--- src/rtl/edge_detect_array.sv ---
// -----------------------------------------------------------------------------
// edge_detect_array
//
// Multi-channel edge detector for asynchronous inputs. Each channel is
// synchronised, optionally debounced, and turned into a filtered level, a
// single-cycle edge pulse (direction chosen by mode) and a sticky event flag.
//
// Configuration macro:
//   EDGE_DETECT_DEBOUNCE_EN  defined   -> per-channel debounce counters; a level
//                                         change is accepted after DEB_CYCLES
//                                         consecutive differing samples.
//                            undefined -> no counters; level_out follows the
//                                         synchroniser output one clock later.
//
// Parameters:
//   NCH          number of independent channels (1..32)
//   SYNC_STAGES  synchroniser depth per channel (2..4)
//   DEB_CYCLES   stable samples needed to accept a change (1..255)
//
// Ports:
//   clk          single clock
//   rst          synchronous, active-high reset
//   signal_in    [NCH] asynchronous channel inputs
//   mode         [2]   edge select for all channels: 00 none, 01 rising,
//                      10 falling, 11 both
//   event_clr    [NCH] per-channel clear of the sticky flag
//   level_out    [NCH] accepted (filtered) level
//   edge_pulse   [NCH] one-clock pulse per accepted edge enabled by mode
//   event_flag   [NCH] sticky record of any edge_pulse since the last clear
// -----------------------------------------------------------------------------
module edge_detect_array #(
    parameter int NCH         = 4,
    parameter int SYNC_STAGES = 2,
    parameter int DEB_CYCLES  = 4
) (
    input  logic           clk,
    input  logic           rst,
    input  logic [NCH-1:0] signal_in,
    input  logic [1:0]     mode,
    input  logic [NCH-1:0] event_clr,
    output logic [NCH-1:0] level_out,
    output logic [NCH-1:0] edge_pulse,
    output logic [NCH-1:0] event_flag
);

    // -------------------------------------------------------------------------
    // Synchroniser: stage 0 captures the raw input, the last stage is sync_q.
    // -------------------------------------------------------------------------
    logic [SYNC_STAGES-1:0][NCH-1:0] sync_ff;
    logic [NCH-1:0]                  sync_q;

    assign sync_q = sync_ff[SYNC_STAGES-1];

    // NOTE: every register below uses non-blocking assignment so all flops
    // sample the pre-edge values of their neighbours, which is what makes the
    // chain shift by exactly one stage per clock.
    always_ff @(posedge clk) begin
        if (rst) begin
            sync_ff <= '0;
        end else begin
            sync_ff[0] <= signal_in;
            for (int s = 1; s < SYNC_STAGES; s++) begin
                sync_ff[s] <= sync_ff[s-1];
            end
        end
    end

    // -------------------------------------------------------------------------
    // Level acceptance
    // -------------------------------------------------------------------------
    logic [NCH-1:0] level_next;

`ifdef EDGE_DETECT_DEBOUNCE_EN
    localparam int                CNT_W    = (DEB_CYCLES < 2) ? 1 : $clog2(DEB_CYCLES + 1);
    localparam logic [CNT_W-1:0]  CNT_LAST = CNT_W'(DEB_CYCLES - 1);

    // Counts consecutive clocks in which sync_q disagrees with level_out.
    logic [NCH-1:0][CNT_W-1:0] match_cnt;
    logic [NCH-1:0][CNT_W-1:0] cnt_next;

    // NOTE: each signal is given a default before any conditional logic so no
    // path leaves it unassigned, which would otherwise infer a latch.
    always_comb begin
        level_next = level_out;
        cnt_next   = '0;
        for (int i = 0; i < NCH; i++) begin
            if (sync_q[i] != level_out[i]) begin
                if (match_cnt[i] == CNT_LAST) begin
                    // The mismatch survived DEB_CYCLES samples: accept it.
                    level_next[i] = sync_q[i];
                    cnt_next[i]   = '0;
                end else begin
                    cnt_next[i] = match_cnt[i] + CNT_W'(1);
                end
            end
            // Agreement leaves cnt_next at 0, discarding any partial count.
        end
    end

    always_ff @(posedge clk) begin
        if (rst) begin
            match_cnt <= '0;
        end else begin
            match_cnt <= cnt_next;
        end
    end
`else
    // Without debounce the accepted level is simply the synchroniser output.
    assign level_next = sync_q;
`endif

    // -------------------------------------------------------------------------
    // Edge classification and sticky flags. mode is applied to the transition
    // happening in this clock only, so changing it never affects past edges.
    // -------------------------------------------------------------------------
    logic [NCH-1:0] rise;
    logic [NCH-1:0] fall;
    logic [NCH-1:0] pulse_next;
    logic [NCH-1:0] flag_next;

    always_comb begin
        rise       = level_next & ~level_out & {NCH{mode[0]}};
        fall       = ~level_next & level_out & {NCH{mode[1]}};
        pulse_next = rise | fall;
        // A pulse in the same clock as a clear wins, so no event is lost.
        flag_next  = edge_pulse | (event_flag & ~event_clr);
    end

    always_ff @(posedge clk) begin
        if (rst) begin
            level_out  <= '0;
            edge_pulse <= '0;
            event_flag <= '0;
        end else begin
            level_out  <= level_next;
            edge_pulse <= pulse_next;
            event_flag <= flag_next;
        end
    end

endmodule

--- config.mk ---
export PLATFORM = sky130hd
export DESIGN_NAME = edge_detect_array
export DESIGN_NICKNAME = d
export VERILOG_FILES = /design/src/rtl/edge_detect_array.sv
export SDC_FILE = /design/constraint.sdc
export NUM_CORES = 1
export LEC_CHECK = 0
export CORE_MARGIN = 2
export CORE_UTILIZATION = 37
export CTS_BUF_LIST = sky130_fd_sc_hd__clkbuf_8
export DETAILED_ROUTE_END_ITERATION = 10
export PLACE_DENSITY = 0.67
export SLEW_MARGIN = 30
export SYNTH_ARGS = -nofsm -noshare
export SYNTH_HDL_FRONTEND = slang
export SYNTH_SLANG_ARGS = --single-unit
--- constraint.sdc ---
create_clock -name clk -period 0.86 [get_ports clk]
set_input_delay 0.129 -clock clk [delete_from_list [all_inputs] [get_ports clk]]
set_output_delay 0.129 -clock clk [all_outputs]
set_load 0.02 [all_outputs]
==> results of run 1 <==
-- Yosys cell counts --
cell / number / area share (%)
inv_1: 4 / 2.1
nand2b_1: 4 / 3.6
a21oi_2: 8 / 10
buf_6: 2 / 3.2
nand3b_1: 8 / 8.6
nor2b_2: 12 / 15
dfxtp_1: 20 / 57
-- stage by stage --
stage / hold slack (ps) / util (%) / total power (W)
final: 432.9 / 61.43 / 0.001838
after global routing: 451.8 / 61.43 / 0.001935
after CTS: 441.6 / 60.00 / 0.001876
after detailed placement: 424.2 / 56.56 / 0.001171
after global placement: 418.4 / 56.56 / 0.001168
after floorplan: 258.2 / - / 0.001075
-- power by group through the flow --
| stage | Combinational, W | Sequential [W] | Clock, W |
|---|---|---|---|
| after floorplan | 0.0000684 | 0.00101 | 0 |
| after global placement | 0.000179 | 0.000989 | 0 |
| after detailed placement | 0.000180 | 0.000991 | 0 |
| after CTS | 0.000181 | 0.000972 | 0.000723 |
| after global routing | 0.000195 | 0.000977 | 0.000763 |
| final | 0.000181 | 0.000974 | 0.000683 |
-- flip-flops by register name (all words and copies together), names as in the netlist --
register    flops
level_next      4
event_flag      4
sync_ff         4
level_out       4
edge_pulse      4
-- metal layers --
layer	track usage, %	wire (um)	up-vias	part of all wire (%)
li1	-	-	244	-
met1	10.07	390	220	39
met2	19.19	517	17	52
met3	3.396	74	2	7.4
met4	10.00	11	0	1.1
met5	0	0	-	0
-- timing repair --
| item | in CTS | in global routing |
|---|---|---|
| endpoints found under the setup margin | 12 | 8 |
| gates resized for setup | 72 | 12 |
| hold endpoints to repair | 0 | 0 |
| cloned | 0 | 0 |
-- final timing paths --
path	slack (ps)	cells past startpoint	endpoint
setup / recovery	30	1	level_out[3]
hold / removal	430	1	level_next[3]$_SDFF_PP0_
setup reg to reg	70	3	edge_pulse[0]$_SDFF_PP0_
hold reg to reg	430	1	level_next[3]$_SDFF_PP0_
-- cell usage in the layout, fill, tap and decap left out, drive strengths merged --
cell type      count
dfxtp             20
inv                4
buf               17
a21oi              8
nor2b             12
clkdlybuf4s50     11
nand2b             4
nand3b             8
clkbuf             4
-- cell families after synthesis --
kind of cell / count (synthesis) / synth area share [%]
DFF: 20 / 57.35
and+or+nand+nor: 24 / 27.24
AOI/OAI and AO/OA: 8 / 10.04
buffers and inverters: 6 / 5.375
-- area by class of cell --
cell class              instances  area share (%)
flip-flops and latches         20           38.74
repair buffers                 28           27.54
multi-input cells              32           24.27
clock buffers                   4           5.134
well taps                      25           2.917
inverters                       4           1.400
==> results.cfg, run 1 <==
[clock_network]
clk_pin_slew_ps = 70
postCtsSetupRepairBufs = 0
tritoncts = done
cts_buffers = 3
clock_sinks = 20
clockBufferDepth = 2
holdBufCountCts = 0
clock_latency_ps = 250
htreeDepth = 1
clockRootBuffer = clkbuf_8

[layout]
stdcell_area_um2 = 1072
instances_no_fill = 113
area_growth_pct = 53.58
multi_input_area_um2 = 260.3
layout.nets = 101
drive_above_1_share_pct = 60.23
fill_cells = 147
regArea_um2 = 415.4
n_antenna_cell = 0

[synth]
ys_warn_count = 0
syn_area_um2 = 698.2
syn_area_per_cell_um2 = 12.04
syn-num-nets = 70
ys_ff_latch = 20
synthCells = 58
synth_cell_types = 7
yosysSeqAreaShare_pct = 57.35

[drt]
via_per_inst = 4.274
dr_total_vias = 483
wl_per_cell_um = 8.796
ant_nets = 0
drt_wl_total_um = 994
initialDrtViolationCount = 2
dr.pass1.iters = 4
drc = 0

[global_routing]
grt_usage_pct = 11.00
grt_max_degree = 21
grt_pass1_wl_um = 1621
antenna_found_initial = 0
grt_pass1_vias = 440
gr-total-overflow = 0

[timing]
min_period_ps = 826.8
hold_viol = 0
maxSlewHeadroom_pct = 90.18
setup_violations = 0
tns_ps = 0
slew_viol_final = 0
setup_ws_ps = 33.24
rsz0062_at_grt = yes
fmax_ghz = 1.210
worst_pin_slew_ps = 146.8
min_period_over_period_pct = 96.13
skew_ps = 2.882

[power]
swShare_pct = 19.45
sequentialPowerShare_pct = 53.0
combPwrFrac_pct = 9.8
clkPwrFrac_pct = 37.2
pwr_density_cell_nw_per_um2 = 1714
p_sw_w = 0.0003576
cellLeakagePower_nw = 0.4038
ir_drop_uv = 1097
internal_power_w = 0.001481

[setup_path]
cp_num_buf_inv = 1
worst_r2r_startpoint = level_out[0]$_SDFF_PP0_
path_class = flip-flop to output pin
worstSetupStartpoint = level_out[3]$_SDFF_PP0_
cp-start-kind = flip-flop
crit_fanout = 2
critPathMaxStageDelay_ps = 340
critical_path.cell_chain = buf_6
slowest_stage = dfxtp_2
required_ps = 730
path_delay_family = flip-flops
critical_path.endpoint_type = output pin
cp_data_arrival_time_ps = 700

[floorplanning]
num_io_pins = 24
rows = 15
fp.dieH_um = 47.44
dieArea_um2 = 2251
core_um2 = 1745
die_x_um = 47.44
start_util_pct = 40.00

[place]
place_hpwl_um = 721.4
placed_cell_area_um2 = 987.2
port_buffers = 23
dp.cells = 109
pre_cts_slack_ps = -194.2
gp_congestion = 0.6396

[hold_path]
hold_start = sync_ff[3]$_SDFF_PP0_
worstHoldPathType = flip-flop to flip-flop

[flow_run]
max_cap_violations = 0

[run_status]
outcome = finished, final reports clean
(Power assumes the default switching activity.)
==> run 2, diff against run 1 <==
--- a/config.mk
+++ b/config.mk
@@ -5,11 +5,13 @@
 export SDC_FILE = /design/constraint.sdc
 export NUM_CORES = 1
 export LEC_CHECK = 0
+export CORE_ASPECT_RATIO = 0.7
 export CORE_MARGIN = 2
 export CORE_UTILIZATION = 37
 export CTS_BUF_LIST = sky130_fd_sc_hd__clkbuf_8
 export DETAILED_ROUTE_END_ITERATION = 10
 export PLACE_DENSITY = 0.67
+export SETUP_SLACK_MARGIN = 0.02
 export SLEW_MARGIN = 30
 export SYNTH_ARGS = -nofsm -noshare
 export SYNTH_HDL_FRONTEND = slang
==> constraint.sdc (replaced) <==
create_clock -name clk -period 0.86 [get_ports clk]
set_input_delay 0.172 -clock clk [delete_from_list [all_inputs] [get_ports clk]]
set_output_delay 0.172 -clock clk [all_outputs]
set_load 0.02 [all_outputs]
==> run 2 against run 1 <==
The run now ends with negative setup slack left. Cell count down 2.7%. Highest routed layer is now met3. Total power rose by 12%. Critical path depth did not move. Clock power up 32%. Critical path type unchanged. Sequential cell count did not move. Largest power group unchanged.
==> results.cfg, run 2 (same netlist as run 1, synthesis figures left out) <==
[global_routing]
gr-total-overflow = 0
top_usage_layer = met2
grt_usage_pct = 10.06
antenna_found_initial = 0
grt_max_degree = 21
grt_pass1_wl_um = 1607
grt_use_met3_pct = 7.097
grtUsageMet1_pct = 9.884
grt_pass1_vias = 381
use_met2_pct = 18.45

[timing]
maxSlewHeadroom_pct = 89.70
hold_viol = 0
setup_ws_ps = -17.19
min_period_ps = 877.2
worst_pin_slew_ps = 154.1
setup_violations = 12
rsz0062_at_grt = yes
fmax_ghz = 1.140
min_period_over_period_pct = 102.0
slew_viol_final = 0
skew_ps = 6.503

[setup_path]
critical_path.endpoint_type = output pin
critPathMaxStageDelay_ps = 340
crit_fanout = 2
path_class = flip-flop to output pin
cp_data_arrival_time_ps = 710
slowest_stage = dfxtp_2
cp-start-kind = flip-flop
cp_num_buf_inv = 1
path_delay_family = flip-flops
critical_path.cell_chain = buf_6
required_ps = 690

[clock_network]
postCtsSetupRepairBufs = 0
clockRootBuffer = clkbuf_8
clockBufferDepth = 2
holdBufCountCts = 0
clock_latency_ps = 250
clk_pin_slew_ps = 70
cts_buffers = 3
tritoncts = done
clock_sinks = 20
htreeDepth = 1

[layout]
fill_cells = 166
regArea_um2 = 415.4
multi_input_area_um2 = 260.3
layout.nets = 101
instances_no_fill = 110
mostFrequentLayoutCells = nor2b_2, dfxtp_2, buf_6, clkdlybuf4s50_1
n_antenna_cell = 0
area_growth_pct = 55.38
drive_above_1_share_pct = 60.23
final_util_pct = 59.55

[power]
internal_power_w = 0.001695
combPwrFrac_pct = 8.8
p_sw_w = 0.0003659
cellLeakagePower_nw = 0.4108
ir_drop_uv = 1723
sequentialPowerShare_pct = 47.3
swShare_pct = 17.76
clkPwrFrac_pct = 43.9
pwr_density_cell_nw_per_um2 = 1900

[flow_run]
max_cap_violations = 0

[floorplanning]
die_x_um = 55.92
dieArea_um2 = 2256
start_util_pct = 38.32
rows = 13
num_io_pins = 24
core_um2 = 1822
fp.dieH_um = 40.35

[drt]
drt_wl_total_um = 1065
ant_nets = 0
drc = 0
dr_total_vias = 466
via_per_inst = 4.236
dr.pass1.iters = 2
initialDrtViolationCount = 2
wl_per_cell_um = 9.682

[place]
gp_congestion = 0.6626
dp.cells = 106
port_buffers = 23
place_hpwl_um = 742.3

[run_status]
violations = negative setup slack
outcome = finished, violations left

[hold_path]
worstHoldPathType = flip-flop to flip-flop
[run 2: path summary, 6_finish.rpt]
check                                         startpoint                  endpoint  slack [ps]  cells after the start
worst max-delay path            edge_pulse[3]$_SDFF_PP0_             edge_pulse[3]         -20                      1
worst min-delay path               sync_ff[0]$_SDFF_PP0_  level_next[0]$_SDFF_PP0_         440                      1
worst max register to register   level_out[2]$_SDFF_PP0_  edge_pulse[2]$_SDFF_PP0_          70                      3
worst min register to register     sync_ff[0]$_SDFF_PP0_  level_next[0]$_SDFF_PP0_         440                      1
[run 2: per-layer routing]
layer	vias to the layer above	wire length (um)
met5	-	0
met4	0	0
met3	0	109
met2	21	491
met1	201	464
li1	244	-
[run 2: what timing repair did]
| action | CTS | global route |
|---|---|---|
| resized for setup | 84 | 0 |
| pin swaps | 0 | 0 |
| endpoints found under the setup margin | 12 | 12 |
| endpoints found under the hold margin | 0 | 0 |
| gates cloned | 0 | 0 |
[run 2: per-stage QoR]
| stage | instance area, um^2 | total power [W] | setup slack (ps) | TNS (ps) | hold WS, ps |
|---|---|---|---|---|---|
| 2_1_floorplan | 698.2 | 0.001075 | 122.8 | 0 | 301.2 |
| 3_3_place_gp | 983.4 | 0.001168 | -225.6 | -6080 | 422.5 |
| 3_5_place_dp | 983.4 | 0.001172 | -232.4 | -6176 | 425.1 |
| 4_1_cts | 1085 | 0.002090 | -25.89 | -223.5 | 443.8 |
| 5_1_grt | 1085 | 0.002142 | -48.75 | -476.8 | 461.3 |
| 6_report | 1085 | 0.002061 | -17.19 | -108.7 | 439.8 |
[run 2: power groups by stage]
stage	Combinational [W]	Clock (W)	Sequential (W)
finish	0.000182	0.000904	0.000975
global route	0.000195	0.000969	0.000978
CTS	0.000186	0.000930	0.000975
detailed placement	0.000181	0	0.000991
global placement	0.000178	0	0.000990
floorplan	0.0000684	0	0.00101
[run 2: final cells by class]
cell class                 instances  share of cell area (%)
clock buffer                       3                   3.806
clock inverter                     1                   2.768
inverter                           4                   1.384
multi-input combinational         32                   23.99
sequential                        20                   38.29
tap                               22                   2.537
timing repair buffer              28                   27.22
==> run 3, diff against run 2 <==
--- a/config.mk
+++ b/config.mk
@@ -5,12 +5,11 @@
 export SDC_FILE = /design/constraint.sdc
 export NUM_CORES = 1
 export LEC_CHECK = 0
-export CORE_ASPECT_RATIO = 0.7
+export CAP_MARGIN = 20
 export CORE_MARGIN = 2
-export CORE_UTILIZATION = 37
-export CTS_BUF_LIST = sky130_fd_sc_hd__clkbuf_8
+export CORE_UTILIZATION = 42
 export DETAILED_ROUTE_END_ITERATION = 10
-export PLACE_DENSITY = 0.67
+export PLACE_DENSITY = 0.75
 export SETUP_SLACK_MARGIN = 0.02
 export SLEW_MARGIN = 30
 export SYNTH_ARGS = -nofsm -noshare
==> run 3 against run 2 <==
The flow still finishes with violations (negative setup slack). Utilization increased by 7.9 points. Clock skew decreased by 5.6 ps. Total power decreased by 24%. Cell count decreased by 6.4%. Critical path depth unchanged. Maximum frequency decreased by 5.8%. Critical path type unchanged. Largest power group unchanged.
==> results.cfg, run 3 (same netlist as run 1, synthesis figures left out) <==
[run_status]
outcome = finished, violations left
violations = negative setup slack

[clock_network]
htreeDepth = 1
cts_buffers = 3
tritoncts = done
clockBufferDepth = 2
clockRootBuffer = clkbuf_4
clock_latency_ps = 290
holdBufCountCts = 0
clock_sinks = 20
clk_pin_slew_ps = 100

[timing]
setup_violations = 12
fmax_ghz = 1.074
maxSlewHeadroom_pct = 89.28
min_period_over_period_pct = 108.3
setup_ws_ps = -71.17
tns_ps = -700.6
worst_pin_slew_ps = 160.3
skew_ps = 0.9297
min_period_ps = 931.2
rsz0062_at_grt = yes
hold_viol = 0
slew_viol_final = 0

[layout]
regArea_um2 = 415.4
instances_no_fill = 103
stdcell_area_um2 = 1028
mostFrequentLayoutCells = nor2b_2, dfxtp_2, buf_6, clkdlybuf4s50_1
multi_input_area_um2 = 260.3
area_growth_pct = 47.31
n_antenna_cell = 0
drive_above_1_share_pct = 59.77
layout.nets = 101
fill_cells = 131

[global_routing]
grt_pass1_wl_um = 1669
antenna_found_initial = 0
gr-total-overflow = 0
grt_usage_pct = 11.55
grt_pass1_vias = 439
grt_max_degree = 21

[drt]
wl_met3_um = 88
dr.pass1.iters = 1
drc = 0
via_per_inst = 4.631
wl_per_cell_um = 10.27
wl_met1_um = 413
wl_met2_um = 539
route.top_layer_used = met4
ant_nets = 0
initialDrtViolationCount = 0
dr_total_vias = 477
drt_wl_total_um = 1058

[setup_path]
reg2reg_slack_ps = 60
required_ps = 690
reg2reg_depth = 3
critical_path.endpoint_type = output pin
cp_num_buf_inv = 1
slowest_stage = dfxtp_2
cp-start-kind = flip-flop
critical_path.cell_chain = buf_6
path_delay_family = flip-flops
crit_fanout = 3
path_class = flip-flop to output pin
cp_data_arrival_time_ps = 760
crit_cells = 1
critPathMaxStageDelay_ps = 360

[flow_run]
max_cap_violations = 0

[power]
combPwrFrac_pct = 11.6
clkPwrFrac_pct = 26.4
p_sw_w = 0.0003346
sequentialPowerShare_pct = 62.0
swShare_pct = 21.30
cellLeakagePower_nw = 0.3889
pwr_density_cell_nw_per_um2 = 1528
ir_drop_uv = 928.0
internal_power_w = 0.001236
fin_total_pwr_w = 0.001571

[place]
gp_congestion = 0.5742
port_buffers = 23
place_hpwl_um = 748
pre_cts_slack_ps = -242.8
placed_cell_area_um2 = 968.4
dp.cells = 99

[floorplanning]
fp.dieH_um = 44.77
start_util_pct = 45.81
core_um2 = 1524
rows = 14
num_io_pins = 24
die_x_um = 44.77
dieArea_um2 = 2004

[hold_path]
hold_depth = 2
worstHoldPathType = input port to flip-flop
run 3: cell types whose count changed in the layout (fill, tap and decap cells not counted), sizes merged:
cell	change
bufinv	-1
run 3: power groups by stage:
stage | Sequential (W) | Clock [W] | Combinational (W)
floorplan | 0.00101 | 0 | 0.0000684
global placement | 0.000989 | 0 | 0.000176
detailed placement | 0.000991 | 0 | 0.000179
CTS | 0.000974 | 0.000445 | 0.000186
global route | 0.000979 | 0.000468 | 0.000193
finish | 0.000974 | 0.000415 | 0.000182
run 3: cell type report:
cell class	instances	area share, %
Timing Repair Buffer	28	28.71
Inverter	4	1.460
Clock buffer	3	2.190
Tap cell	16	1.946
Multi-Input combinational cell	32	25.30
Sequential cell	20	40.39
run 3: worst paths after layout:
kind | start | end
max | level_out[3]$_SDFF_PP0_ | level_out[3]
max reg2reg | level_out[1]$_SDFF_PP0_ | edge_pulse[1]$_SDFF_PP0_
min | signal_in[1] | sync_ff[1]$_SDFF_PP0_
min reg2reg | sync_ff[2]$_SDFF_PP0_ | level_next[2]$_SDFF_PP0_
run 3: metal layers:
layer  track usage [%]  vias up
li1                  -      244
met1             12.15      212
met2             20.87       19
met3             2.400        2
met4             7.059        0
met5                 0        -
run 3: stage by stage:
| step | utilization [%] | hold WS (ps) |
|---|---|---|
| 2_1_floorplan | - | 301.2 |
| 3_3_place_gp | 63.55 | 420.2 |
| 3_5_place_dp | 63.55 | 424.0 |
| 4_1_cts | 67.98 | 428.6 |
| 5_1_grt | 67.49 | 447.4 |
| 6_report | 67.49 | 443.2 |
run 3: repair_timing:
action,CTS,global route
pin swaps,0,1
endpoints found under the setup margin,12,13
resized for setup,84,0
buffers inserted,2,0
